## src/rtl/mipi_dphy_pkg.sv

```systemverilog
// Shared definitions for the MIPI D-PHY HS receive front end.
// Contents: lane FSM state codes, LP line-state codes ({Dp,Dn}) and the HS sync byte.
package mipi_dphy_pkg;

   // Lane FSM state encoding; the raw codes are also exported on lane_state for debug.
   typedef logic [2:0] lane_state_t;

   localparam lane_state_t StStop = 3'd0;
   localparam lane_state_t StRqst = 3'd1;
   localparam lane_state_t StPrep = 3'd2;
   localparam lane_state_t StData = 3'd3;
   localparam lane_state_t StErr  = 3'd4;

   // LP line states as {Dp,Dn}.
   localparam logic [1:0] LP11 = 2'b11;
   localparam logic [1:0] LP01 = 2'b01;
   localparam logic [1:0] LP00 = 2'b00;
   localparam logic [1:0] LP10 = 2'b10;

   localparam logic [7:0] HS_SYNC_BYTE = 8'hB8;

endpackage

```

## src/rtl/mipi_dphy_lane_rx.sv

```systemverilog
// Single D-PHY data lane receiver: LP entry FSM, HS sync hunter and LSB-first byte assembler.
// Ports:
//   sys_clk, sys_rst  HS bit clock, synchronous active-high reset
//   lp                LP line state {Dp,Dn}
//   hs_bit            resolved HS bit, one per clock
//   byte_data         last assembled byte (valid with byte_strobe)
//   byte_strobe       one-cycle pulse, byte_data holds a new byte
//   state             lane FSM state
//   sync_err          one-cycle pulse, sync hunt timed out
module mipi_dphy_lane_rx
   import mipi_dphy_pkg::*;
#(
   parameter int unsigned SYNC_TIMEOUT = 64
) (
   input  logic        sys_clk,
   input  logic        sys_rst,
   input  logic [1:0]  lp,
   input  logic        hs_bit,
   output logic [7:0]  byte_data,
   output logic        byte_strobe,
   output lane_state_t state,
   output logic        sync_err
);

   lane_state_t state_q, state_d;
   logic [7:0]  sr_q, sr_d, sr_shift;
   logic [7:0]  cnt_q, cnt_d, cnt_inc;
   logic [7:0]  byte_q, byte_d;
   logic        strobe_q, strobe_d;
   logic        serr_q, serr_d;

   always_comb begin
      sr_shift = {hs_bit, sr_q[7:1]};
      cnt_inc  = cnt_q + 8'd1;
      state_d  = state_q;
      sr_d     = sr_q;
      cnt_d    = cnt_q;
      byte_d   = byte_q;
      strobe_d = 1'b0;
      serr_d   = 1'b0;

      // LP-11 overrides everything, including a byte that would complete on this edge.
      if (lp == LP11) begin
         state_d = StStop;
         sr_d    = '0;
         cnt_d   = '0;
      end else begin
         case (state_q)
            StStop: begin
               if (lp == LP01) state_d = StRqst;
            end
            StRqst: begin
               if (lp == LP00) begin
                  state_d = StPrep;
                  sr_d    = '0;
                  cnt_d   = '0;
               end else if (lp == LP10) begin
                  state_d = StStop;
               end
            end
            StPrep: begin
               sr_d  = sr_shift;
               cnt_d = cnt_inc;
               if (sr_shift == HS_SYNC_BYTE) begin
                  state_d = StData;
                  cnt_d   = '0;
               end else if (cnt_inc == 8'(SYNC_TIMEOUT)) begin
                  state_d = StErr;
                  serr_d  = 1'b1;
               end
            end
            StData: begin
               sr_d = sr_shift;
               // cnt counts bits within the current byte here.
               if (cnt_q == 8'd7) begin
                  byte_d   = sr_shift;
                  strobe_d = 1'b1;
                  cnt_d    = '0;
               end else begin
                  cnt_d = cnt_inc;
               end
            end
            StErr: begin
               state_d = StErr;
            end
            default: begin
               state_d = StStop;
            end
         endcase
      end
   end

   always_ff @(posedge sys_clk) begin
      if (sys_rst) begin
         state_q  <= StStop;
         sr_q     <= '0;
         cnt_q    <= '0;
         byte_q   <= '0;
         strobe_q <= 1'b0;
         serr_q   <= 1'b0;
      end else begin
         state_q  <= state_d;
         sr_q     <= sr_d;
         cnt_q    <= cnt_d;
         byte_q   <= byte_d;
         strobe_q <= strobe_d;
         serr_q   <= serr_d;
      end
   end

   assign byte_data   = byte_q;
   assign byte_strobe = strobe_q;
   assign state       = state_q;
   assign sync_err    = serr_q;

endmodule

```

## src/rtl/mipi_dphy_hs_rx.sv

```systemverilog
// Multi-lane MIPI D-PHY HS receive front end: per-lane receivers, per-lane deskew FIFOs and
// the merge/framing logic producing one LANES-byte word per beat.
// Ports:
//   sys_clk, sys_rst  HS bit clock, synchronous active-high reset
//   lp_data           LP line state per lane, lane k at [2k+1:2k]
//   hs_bit            HS bit per lane
//   out_data          merged word, lane k byte at [8k+7:8k]; holds when out_valid is low
//   out_valid         one-cycle strobe for out_data
//   pkt_start         pulse, first lane locked sync in this burst
//   pkt_end           pulse, burst finished; FIFOs flushed on the same edge
//   sync_err          pulse, some lane timed out hunting sync
//   skew_err          sticky lane FIFO overflow, cleared at the next pkt_start
//   lane_state        per-lane FSM state, lane k at [3k+2:3k]
module mipi_dphy_hs_rx
   import mipi_dphy_pkg::*;
#(
   parameter int unsigned LANES        = 1,
   parameter int unsigned FIFO_DEPTH   = 4,
   parameter int unsigned SYNC_TIMEOUT = 64
) (
   input  logic                 sys_clk,
   input  logic                 sys_rst,
   input  logic [2*LANES-1:0]   lp_data,
   input  logic [LANES-1:0]     hs_bit,
   output logic [8*LANES-1:0]   out_data,
   output logic                 out_valid,
   output logic                 pkt_start,
   output logic                 pkt_end,
   output logic                 sync_err,
   output logic                 skew_err,
   output logic [3*LANES-1:0]   lane_state
);

   localparam int unsigned PW = $clog2(FIFO_DEPTH);
   localparam int unsigned CW = PW + 1;

   logic [7:0]       lane_byte   [LANES];
   lane_state_t      lane_st     [LANES];
   logic [LANES-1:0] lane_strobe;
   logic [LANES-1:0] lane_serr;

   for (genvar k = 0; k < LANES; k++) begin : g_lane
      mipi_dphy_lane_rx #(
         .SYNC_TIMEOUT(SYNC_TIMEOUT)
      ) u_lane_rx (
         .sys_clk    (sys_clk),
         .sys_rst    (sys_rst),
         .lp         (lp_data[2*k +: 2]),
         .hs_bit     (hs_bit[k]),
         .byte_data  (lane_byte[k]),
         .byte_strobe(lane_strobe[k]),
         .state      (lane_st[k]),
         .sync_err   (lane_serr[k])
      );
      assign lane_state[3*k +: 3] = lane_st[k];
   end

   // Per-lane circular deskew FIFOs.
   logic [7:0]    mem_q    [LANES][FIFO_DEPTH];
   logic [PW-1:0] wr_ptr_q [LANES];
   logic [PW-1:0] rd_ptr_q [LANES];
   logic [CW-1:0] cnt_q    [LANES];

   logic [LANES-1:0]   fifo_empty, fifo_full, lane_idle, lane_data, wr_ok, ovf;
   logic               pop, any_data, end_cond;
   logic [8*LANES-1:0] pop_word;

   logic               any_data_q, burst_q, pkt_end_q, skew_err_q, out_valid_q;
   logic [8*LANES-1:0] out_data_q;

   always_comb begin
      for (int k = 0; k < int'(LANES); k++) begin
         fifo_empty[k]      = (cnt_q[k] == '0);
         fifo_full[k]       = (cnt_q[k] == CW'(FIFO_DEPTH));
         lane_idle[k]       = (lane_st[k] == StStop) || (lane_st[k] == StErr);
         lane_data[k]       = (lane_st[k] == StData);
         pop_word[8*k +: 8] = mem_q[k][rd_ptr_q[k]];
      end
      pop      = ~|fifo_empty;
      any_data = |lane_data;
      end_cond = burst_q & (&lane_idle) & (|fifo_empty);
      // A same-cycle pop frees the slot, so a write into a full FIFO is still accepted.
      wr_ok    = lane_strobe & (~fifo_full | {LANES{pop}});
      ovf      = lane_strobe & fifo_full & ~{LANES{pop}};
   end

   assign pkt_start = any_data & ~any_data_q;

   always_ff @(posedge sys_clk) begin
      if (sys_rst) begin
         any_data_q  <= 1'b0;
         burst_q     <= 1'b0;
         pkt_end_q   <= 1'b0;
         skew_err_q  <= 1'b0;
         out_valid_q <= 1'b0;
         out_data_q  <= '0;
         for (int k = 0; k < int'(LANES); k++) begin
            wr_ptr_q[k] <= '0;
            rd_ptr_q[k] <= '0;
            cnt_q[k]    <= '0;
         end
      end else begin
         any_data_q  <= any_data;
         burst_q     <= (burst_q | any_data) & ~end_cond;
         pkt_end_q   <= end_cond;
         skew_err_q  <= (skew_err_q & ~pkt_start) | (|ovf);
         out_valid_q <= pop;
         if (pop) out_data_q <= pop_word;
         for (int k = 0; k < int'(LANES); k++) begin
            if (end_cond) begin
               // Leftover bytes from an unmatched lane are discarded with the burst.
               wr_ptr_q[k] <= '0;
               rd_ptr_q[k] <= '0;
               cnt_q[k]    <= '0;
            end else begin
               if (wr_ok[k]) begin
                  mem_q[k][wr_ptr_q[k]] <= lane_byte[k];
                  wr_ptr_q[k]           <= wr_ptr_q[k] + PW'(1);
               end
               if (pop) rd_ptr_q[k] <= rd_ptr_q[k] + PW'(1);
               cnt_q[k] <= cnt_q[k] + CW'(wr_ok[k]) - CW'(pop);
            end
         end
      end
   end

   assign out_data  = out_data_q;
   assign out_valid = out_valid_q;
   assign pkt_end   = pkt_end_q;
   assign sync_err  = |lane_serr;
   assign skew_err  = skew_err_q;

endmodule

```

## config.mk

```make
export PLATFORM = sky130hd
export DESIGN_NAME = mipi_dphy_hs_rx
export DESIGN_NICKNAME = d
export VERILOG_FILES = /design/src/rtl/mipi_dphy_pkg.sv /design/src/rtl/mipi_dphy_lane_rx.sv /design/src/rtl/mipi_dphy_hs_rx.sv
export SDC_FILE = /design/constraint.sdc
export NUM_CORES = 1
export LEC_CHECK = 0
export ABC_AREA = 1
export CORE_UTILIZATION = 53
export CTS_CLUSTER_DIAMETER = 30
export CTS_CLUSTER_SIZE = 8
export DETAILED_ROUTE_END_ITERATION = 10
export GPL_ROUTABILITY_DRIVEN = 0
export GPL_TIMING_DRIVEN = 0
export PLACE_DENSITY = 0.77
export SYNTH_ARGS = -nofsm -noshare
export SYNTH_HDL_FRONTEND = slang
export SYNTH_HIERARCHICAL = 1
export SYNTH_SLANG_ARGS = --single-unit
```

## constraint.sdc

```tcl
create_clock -name sys_clk -period 2.2 [get_ports sys_clk]
set_input_delay 0.44 -clock sys_clk [delete_from_list [all_inputs] [get_ports sys_clk]]
set_output_delay 0.44 -clock sys_clk [all_outputs]
set_load 0.03 [all_outputs]
```

* Yosys cells after proc, flatten, opt, wreduce, memory -nomap -nowiden
Memory sizes are Yosys's and may differ from the RTL's.
Index checks and enable logic that the tools add are counted.
** Word-level totals
- Flip-flop bits (word level) :: 42
- Input bits :: 5
- Logic and storage cells :: 128
- Memories kept :: 4
- Output and inout bits :: 16
- Memory bits (writable) :: 39
** Memory list
- mem_q :: depth 1, width 32, rd ports 1, clocked after memory_dff 0, write ports 1, line mipi_dphy_hs_rx.sv:59 : logic [7:0] mem_q [LANES][FIFO_DEPTH];
- cnt_q :: depth 1, width 3, rd ports 1, clocked after memory_dff 0, write ports 1, line mipi_dphy_hs_rx.sv:62 : logic [CW-1:0] cnt_q [LANES];
- rd_ptr_q :: depth 1, width 2, rd ports 1, clocked after memory_dff 0, write ports 1, line mipi_dphy_hs_rx.sv:61 : logic [PW-1:0] rd_ptr_q [LANES];
- wr_ptr_q :: depth 1, width 2, rd ports 1, clocked after memory_dff 0, write ports 1, line mipi_dphy_hs_rx.sv:60 : logic [PW-1:0] wr_ptr_q [LANES];
** Operators by class
- Magnitude comparators :: 3
- Reductions and logical operators :: 22
- Eq/ne operators :: 15
- Multiplexer cells :: 47
- Bitwise operators :: 20
- Add/subtract/negate cells :: 5
** Operators with widths (number)
- $mux 8 :: 6
- $mux 32 :: 1
- $mux 1 :: 24
- $pmux 8 s3 :: 1
- $mux 3 :: 7
- $bmux 8 s2 :: 1
- $demux 8 s2 :: 1
- $pmux 8 s2 :: 1
- $pmux 3 s5 :: 1
- $reduce_or 2->1 :: 6
- $reduce_or 3->1 :: 3
- $add 8x1->8 const B :: 1
- $and 1x1->1 :: 8
- $eq 8x3->1 const B :: 1
- $eq 8x7->1 const B :: 1
- $eq 8x8->1 const B :: 1
- $mux 2 :: 4
- $not 1->1 :: 7
- $eq 3x2->1 const B :: 2
- $eq 3x3->1 const B :: 2
- $ge 3x3->1 const B :: 2
- $logic_not 3->1 :: 2
- $ne 3x1->1 const B :: 2
- $not 2->3 :: 2
- other kinds (19) :: 25

* Depth between registers and ports, before layout
Gate-level depths: netlist of run 1.
- Depth after elaboration :: 10
- Gate-level depth with buffers :: 10
- Gate-level depth less buffers :: 10

* Modules after synthesis
The synthesis of run 1 kept the hierarchy.
** Modules (own cells, without submodules)
- mipi_dphy_hs_rx :: area each 2297.2 µm², seq. area each 1431.4 µm², times used 1, cells each 197
- mipi_dphy_lane_rx :: area each 1350.0 µm², seq. area each 560.5 µm², times used 1, cells each 194

* Worst setup path after synthesis of run 1
OpenSTA, ideal clock, no wires.
- Kind :: reg2reg
- From :: memory cnt_q[0][1] (netlist bit)
- To :: memory cnt_q[0][2] (netlist bit), data pin
- Period minus slack after synthesis :: 2156 ps
- Path slack :: 44 ps
- Library setup time :: 255 ps
- Data arrival time :: 1900 ps
- Buffers on the path :: 1
- Data required time :: 1945 ps
- Cell stages (with the launch flop) :: 11
- Path through :: edfxtp_1 nor2_2 nand2_4 buf_6 ha_1 inv_1 ha_1 fa_1 nand3b_1 nand2_1 nor2_1
** On the way
- Longest elaborated chain between the ends :: 8
- Elaborated cells on any way between the ends :: 15
- Those cells by class :: 2 x add/sub; 1 x eq/ne; 4 x mux; 4 x bitwise; 3 x reduce/logical; 1 x memory
** RTL lines
- from (decl) :: line mipi_dphy_hs_rx.sv:62
- $mem_v2 1x3 *
- $logic_not 3->1 * :: line mipi_dphy_hs_rx.sv:73 : fifo_empty[k] = (cnt_q[k] == '0);
- $logic_not 1->1 * :: line mipi_dphy_hs_rx.sv:79 : pop = ~|fifo_empty;
- via pop :: line mipi_dphy_hs_rx.sv:65 : logic pop, any_data, end_cond;
- $or 1x1->1 :: line mipi_dphy_hs_rx.sv:83 : wr_ok = lane_strobe & (~fifo_full | {LANES{pop}});
- $and 1x1->1 :: line mipi_dphy_hs_rx.sv:83
- $add 3x1->3 :: line mipi_dphy_hs_rx.sv:121 : cnt_q[k] <= cnt_q[k] + CW'(wr_ok[k]) - CW'(pop);
- $sub 3x1->3 * :: line mipi_dphy_hs_rx.sv:121
- $mux 3 (no line) *
The timed path passes the listed nets; every way through them passes the cells marked *.

* Worst setup path in the final report of run 1
- From :: memory cnt_q[0][2] (netlist bit)
- To :: memory cnt_q[0][2] (netlist bit), data pin
** On the way
- Longest elaborated chain between the ends :: 8
- Elaborated cells on any way between the ends :: 15
- Those cells by class :: 2 x add/sub; 1 x eq/ne; 4 x mux; 4 x bitwise; 3 x reduce/logical; 1 x memory
** RTL lines (line)
- $mem_v2 1x3 *
- $eq 3x3->1 or $logic_not 3->1 (tied branches) :: mipi_dphy_hs_rx.sv:74, mipi_dphy_hs_rx.sv:73
- $not 1->1, or another cell as far along :: mipi_dphy_hs_rx.sv:83
- $or 1x1->1 or $mux 1 (tied branches) :: mipi_dphy_hs_rx.sv:83, mipi_dphy_hs_rx.sv:110
- $and 1x1->1 or $mux 1 (tied branches) :: mipi_dphy_hs_rx.sv:83, mipi_dphy_hs_rx.sv:90
- $add 3x1->3 or $mux 1 (tied branches) :: mipi_dphy_hs_rx.sv:121
- $sub 3x1->3 or $reduce_or 3->1 (tied branches)
- $mux 3 (no line) *
Every way passes the cells marked *; elsewhere a longest branch is shown, timed or not.

==> flow_metrics.py, run 1 <==
metrics = {
    "synthesis": {
        "synth_top_area_share_pct": 32.1,
        "ys_ff_latch": 80,
        "yosysMostFrequentCell": "nand2_1",
        "synthDistinctLibCells": 35,
        "syn_inst": 391,
        "synth.area.top_cells": "edfxtp_1 32%, dfxtp_1 23%, nand2_1 8.3%",
        "syn_area_per_cell_um2": 9.33,
        "synthSimpleGateAreaFrac_pct": 25.5,
        "synth-xor-area-share_pct": 0,
        "yosysWarnings": 6,
        "synth_compound_area_share_pct": 9.16,
        "netlist_top_cells_count": "81 x nand2_1, 43 x nor2_1, 42 x inv_1",
        "synth_ff_type": "dfxtp_1",
        "synth_top_family_by_area": "simple AND/OR/NAND/NOR gates",
        "synth-edff-count": 39,
        "yosysTopAreaCell": "edfxtp_1",
        "yosysSeqAreaShare_pct": 54.6,
        "async_flop_share_pct": 0,
        "synth_mux_area_share_pct": 0,
        "synth_area_um2": 3650,
        "synthAdderAreaFrac_pct": 2.95,
    },
    "min_path": {
        "holdCritPathClass": "register to register",
        "whs_path_depth": 2,
    },
    "finish": {
        "fillers": 492,
        "seq_area_um2": 1990,
        "stdcell_area_um2": 4240,
        "area_delta_synth_final_pct": 16.2,
        "drive_gt1_share_pct": 20.8,
        "n_antenna_cell": 0,
        "multi_input_area_um2": 1400,
        "nets": 441,
    },
    "clock_network": {
        "cts_tree": "built",
        "clock-root-buffer": "clkbuf_8",
        "cts_max_level": 3,
        "clk_latency_ps": 340,
        "clk_pin_slew_ps": 80,
        "cts_buffers": 9,
        "clock_path_buffers": 2,
        "clock-sinks": 80,
    },
    "worst_setup_path": {
        "reg2reg_depth": 9,
        "worstPathMaxFanout": 4,
        "start_kind": "register",
        "cp.required_ps": 2300,
        "worstPathCellList": "nor2_4 -> nand2_8 -> ha_1 -> inv_1 -> ha_1 -> fa_2 -> nand3b_1 -> nand2_1 -> nor2_1",
        "crit_type": "register to register",
        "slowest_stage": "edfxtp_1",
        "crit_path_end_kind": "register",
        "crit_arrival_ps": 2180,
        "slowest_delay_ps": 450,
        "cp_common_cell": "ha_1",
    },
    "timing": {
        "rsz0062_at_grt": "false",
        "tns_ps": 0,
        "fin_crit_sh_pct": 94.3,
        "hold_viol": 0,
        "setup_viol_count_final": 0,
        "relSlewSlack_pct": 52.2,
        "min_period_ps": 2070,
        "finalClockSkew_ps": 11.0,
        "slew_violations": 0,
        "max_freq_ghz": 0.482,
        "tightest_slew_ps": 714,
    },
    "status": {
        "violations": "design-rule violations",
        "status": "finished, violations left",
    },
    "die": {
        "start_util_pct": 56.2,
        "die_h_um": 85.0,
        "core_area_um2": 6490,
        "rows": 29,
        "io_pins": 21,
        "die_w_um": 85.0,
        "die_area_um2": 7220,
    },
    "power_and_ir_drop": {
        "power.density_nw_per_um2": 823,
        "total_power_mw": 3.49,
        "ir_drop_uv": 413,
        "p_leak_nw": 1.72,
    },
    "global_routing": {
        "grt_usage_pct": 19.4,
        "grt_first_pass_wirelength_um": 11000,
        "grt_antenna_before_repair": 0,
        "grt_max_degree": 15,
        "grt_overflow": 0,
        "grt_pass1_vias": 2550,
    },
    "job": {
        "max_cap_viol_count": 0,
    },
    "route": {
        "viasPerCell": 5.07,
        "ant_nets": 0,
        "dr_total_vias": 2587,
        "dr.pass1.iters": 7,
        "drt-total-wl_um": 6140,
        "post_drt_wl_per_cell_um": 12.0,
        "dr.first_iter.drc_count": 86,
        "met2_length_um": 3050,
        "dr_wl_met3_um": 169,
        "wl_met1_um": 2780,
        "top_layer": "met4",
        "route.detailed.drc": 3,
    },
    "placed_design": {
        "hpwl_um": 4470,
        "port_buffers": 20,
        "place_area_um2": 3950,
    },
}
==> cells by family (layout without fill, tap and decap cells) <==
family          after synthesis  in the layout
flops                        80             80
compound gates               53             53
simple gates                191            191
buf+inv                      58             98
fa+ha+maj                     8              8
other cells                   1              3
==> routing by layer <==
layer	vias to the layer above	global-route usage, %
met5	-	0
met4	0	9.40
met3	16	4.18
met2	47	34.4
met1	1180	22.3
li1	1344	-
==> per-stage QoR <==
stage	utilization (%)	hold WS (ps)	setup slack, ps	instances
global placement	60.8	434	-69.3	490
floorplan	-	440	44.4	393
finish	65.2	444	126	510
global route	65.2	458	9.91	510
CTS	64.8	445	-67.9	507
detailed placement	60.8	433	-88.9	490
==> power by group <==
part	internal [mW]	switching, mW	total, mW
combinational	0.219	0.358	0.577
clock	0.755	0.520	1.28
sequential	1.60	0.0330	1.63
==> flip-flops by register name (all words and copies together) (netlist names) <==
name,cells
g_lane.u_lane_rx/sync_err,1
wr_ptr_q,2
g_lane.u_lane_rx/byte_data,8
g_lane.u_lane_rx/byte_strobe,1
g_lane.u_lane_rx/cnt_q,8
cnt_q,3
g_lane.u_lane_rx/state,3
pkt_end,1
skew_err,1
any_data_q,1
mem_q,32
g_lane.u_lane_rx/sr_q,7
out_data,8
rd_ptr_q,2
out_valid,1
burst_q,1
==> layout make-up <==
class	count	area share, %
buffer	10	2.01
clock buffer	9	2.92
clock inverter	7	2.84
inverter	47	4.34
multi-input combinational	255	33.0
sequential	80	47.0
tap	77	2.27
timing repair buffer	25	5.58
==> final timing paths <==
| path | startpoint | endpoint | slack, ps |
|---|---|---|---|
| hold / removal | skew_err$_SDFF_PP0_ | skew_err$_SDFF_PP0_ | 440 |
| hold reg to reg | skew_err$_SDFF_PP0_ | skew_err$_SDFF_PP0_ | 440 |
| setup reg to reg | cnt_q[0][2]$_SDFFCE_PN0P_ | cnt_q[0][2]$_SDFFCE_PN0P_ | 130 |
| setup / recovery | cnt_q[0][2]$_SDFFCE_PN0P_ | cnt_q[0][2]$_SDFFCE_PN0P_ | 130 |
==> critical path: cells and delay by family (launching register included) <==
kind / cells / cell delay (ps)
buffers and inverters: 1 / 40
AND/OR/NAND/NOR: 5 / 550
adder cells (fa/ha/maj): 3 / 810
flip-flops: 1 / 450
==> placed cells by master, fill, tap and decap left out, types with 4 or more instances in the layout <==
cell              n
nor2_1           43
nand3_2          10
clkdlybuf4s50_1  19
nand2_1          81
o21ai_0          13
inv_1            42
a21oi_1          15
nand4_1           4
inv_2             4
o21ai_1           5
clkbuf_8          9
edfxtp_1         39
dfxtp_1          41
nand3_1          18
ha_1              7
a21oi_2          13
buf_4             6
nand2_2          21
buf_2             4
==> repair_timing <==
action | CTS | global route
resized for setup | 2 | 2
pin swaps | 0 | 2
hold buffers | 0 | 0
endpoints found under the setup margin | 2 | 2
setup buffers | 1 | 4
No activity file was read; power rests on OpenSTA's default activity.
==> run 2, diff against run 1 <==
--- a/config.mk
+++ b/config.mk
@@ -6,6 +6,7 @@
 export NUM_CORES = 1
 export LEC_CHECK = 0
 export ABC_AREA = 1
+export CORE_MARGIN = 1
 export CORE_UTILIZATION = 53
 export CTS_CLUSTER_DIAMETER = 30
 export CTS_CLUSTER_SIZE = 8
==> results of run 2 <==
The final DEF is identical to that of run 1; final timing and power are the same.
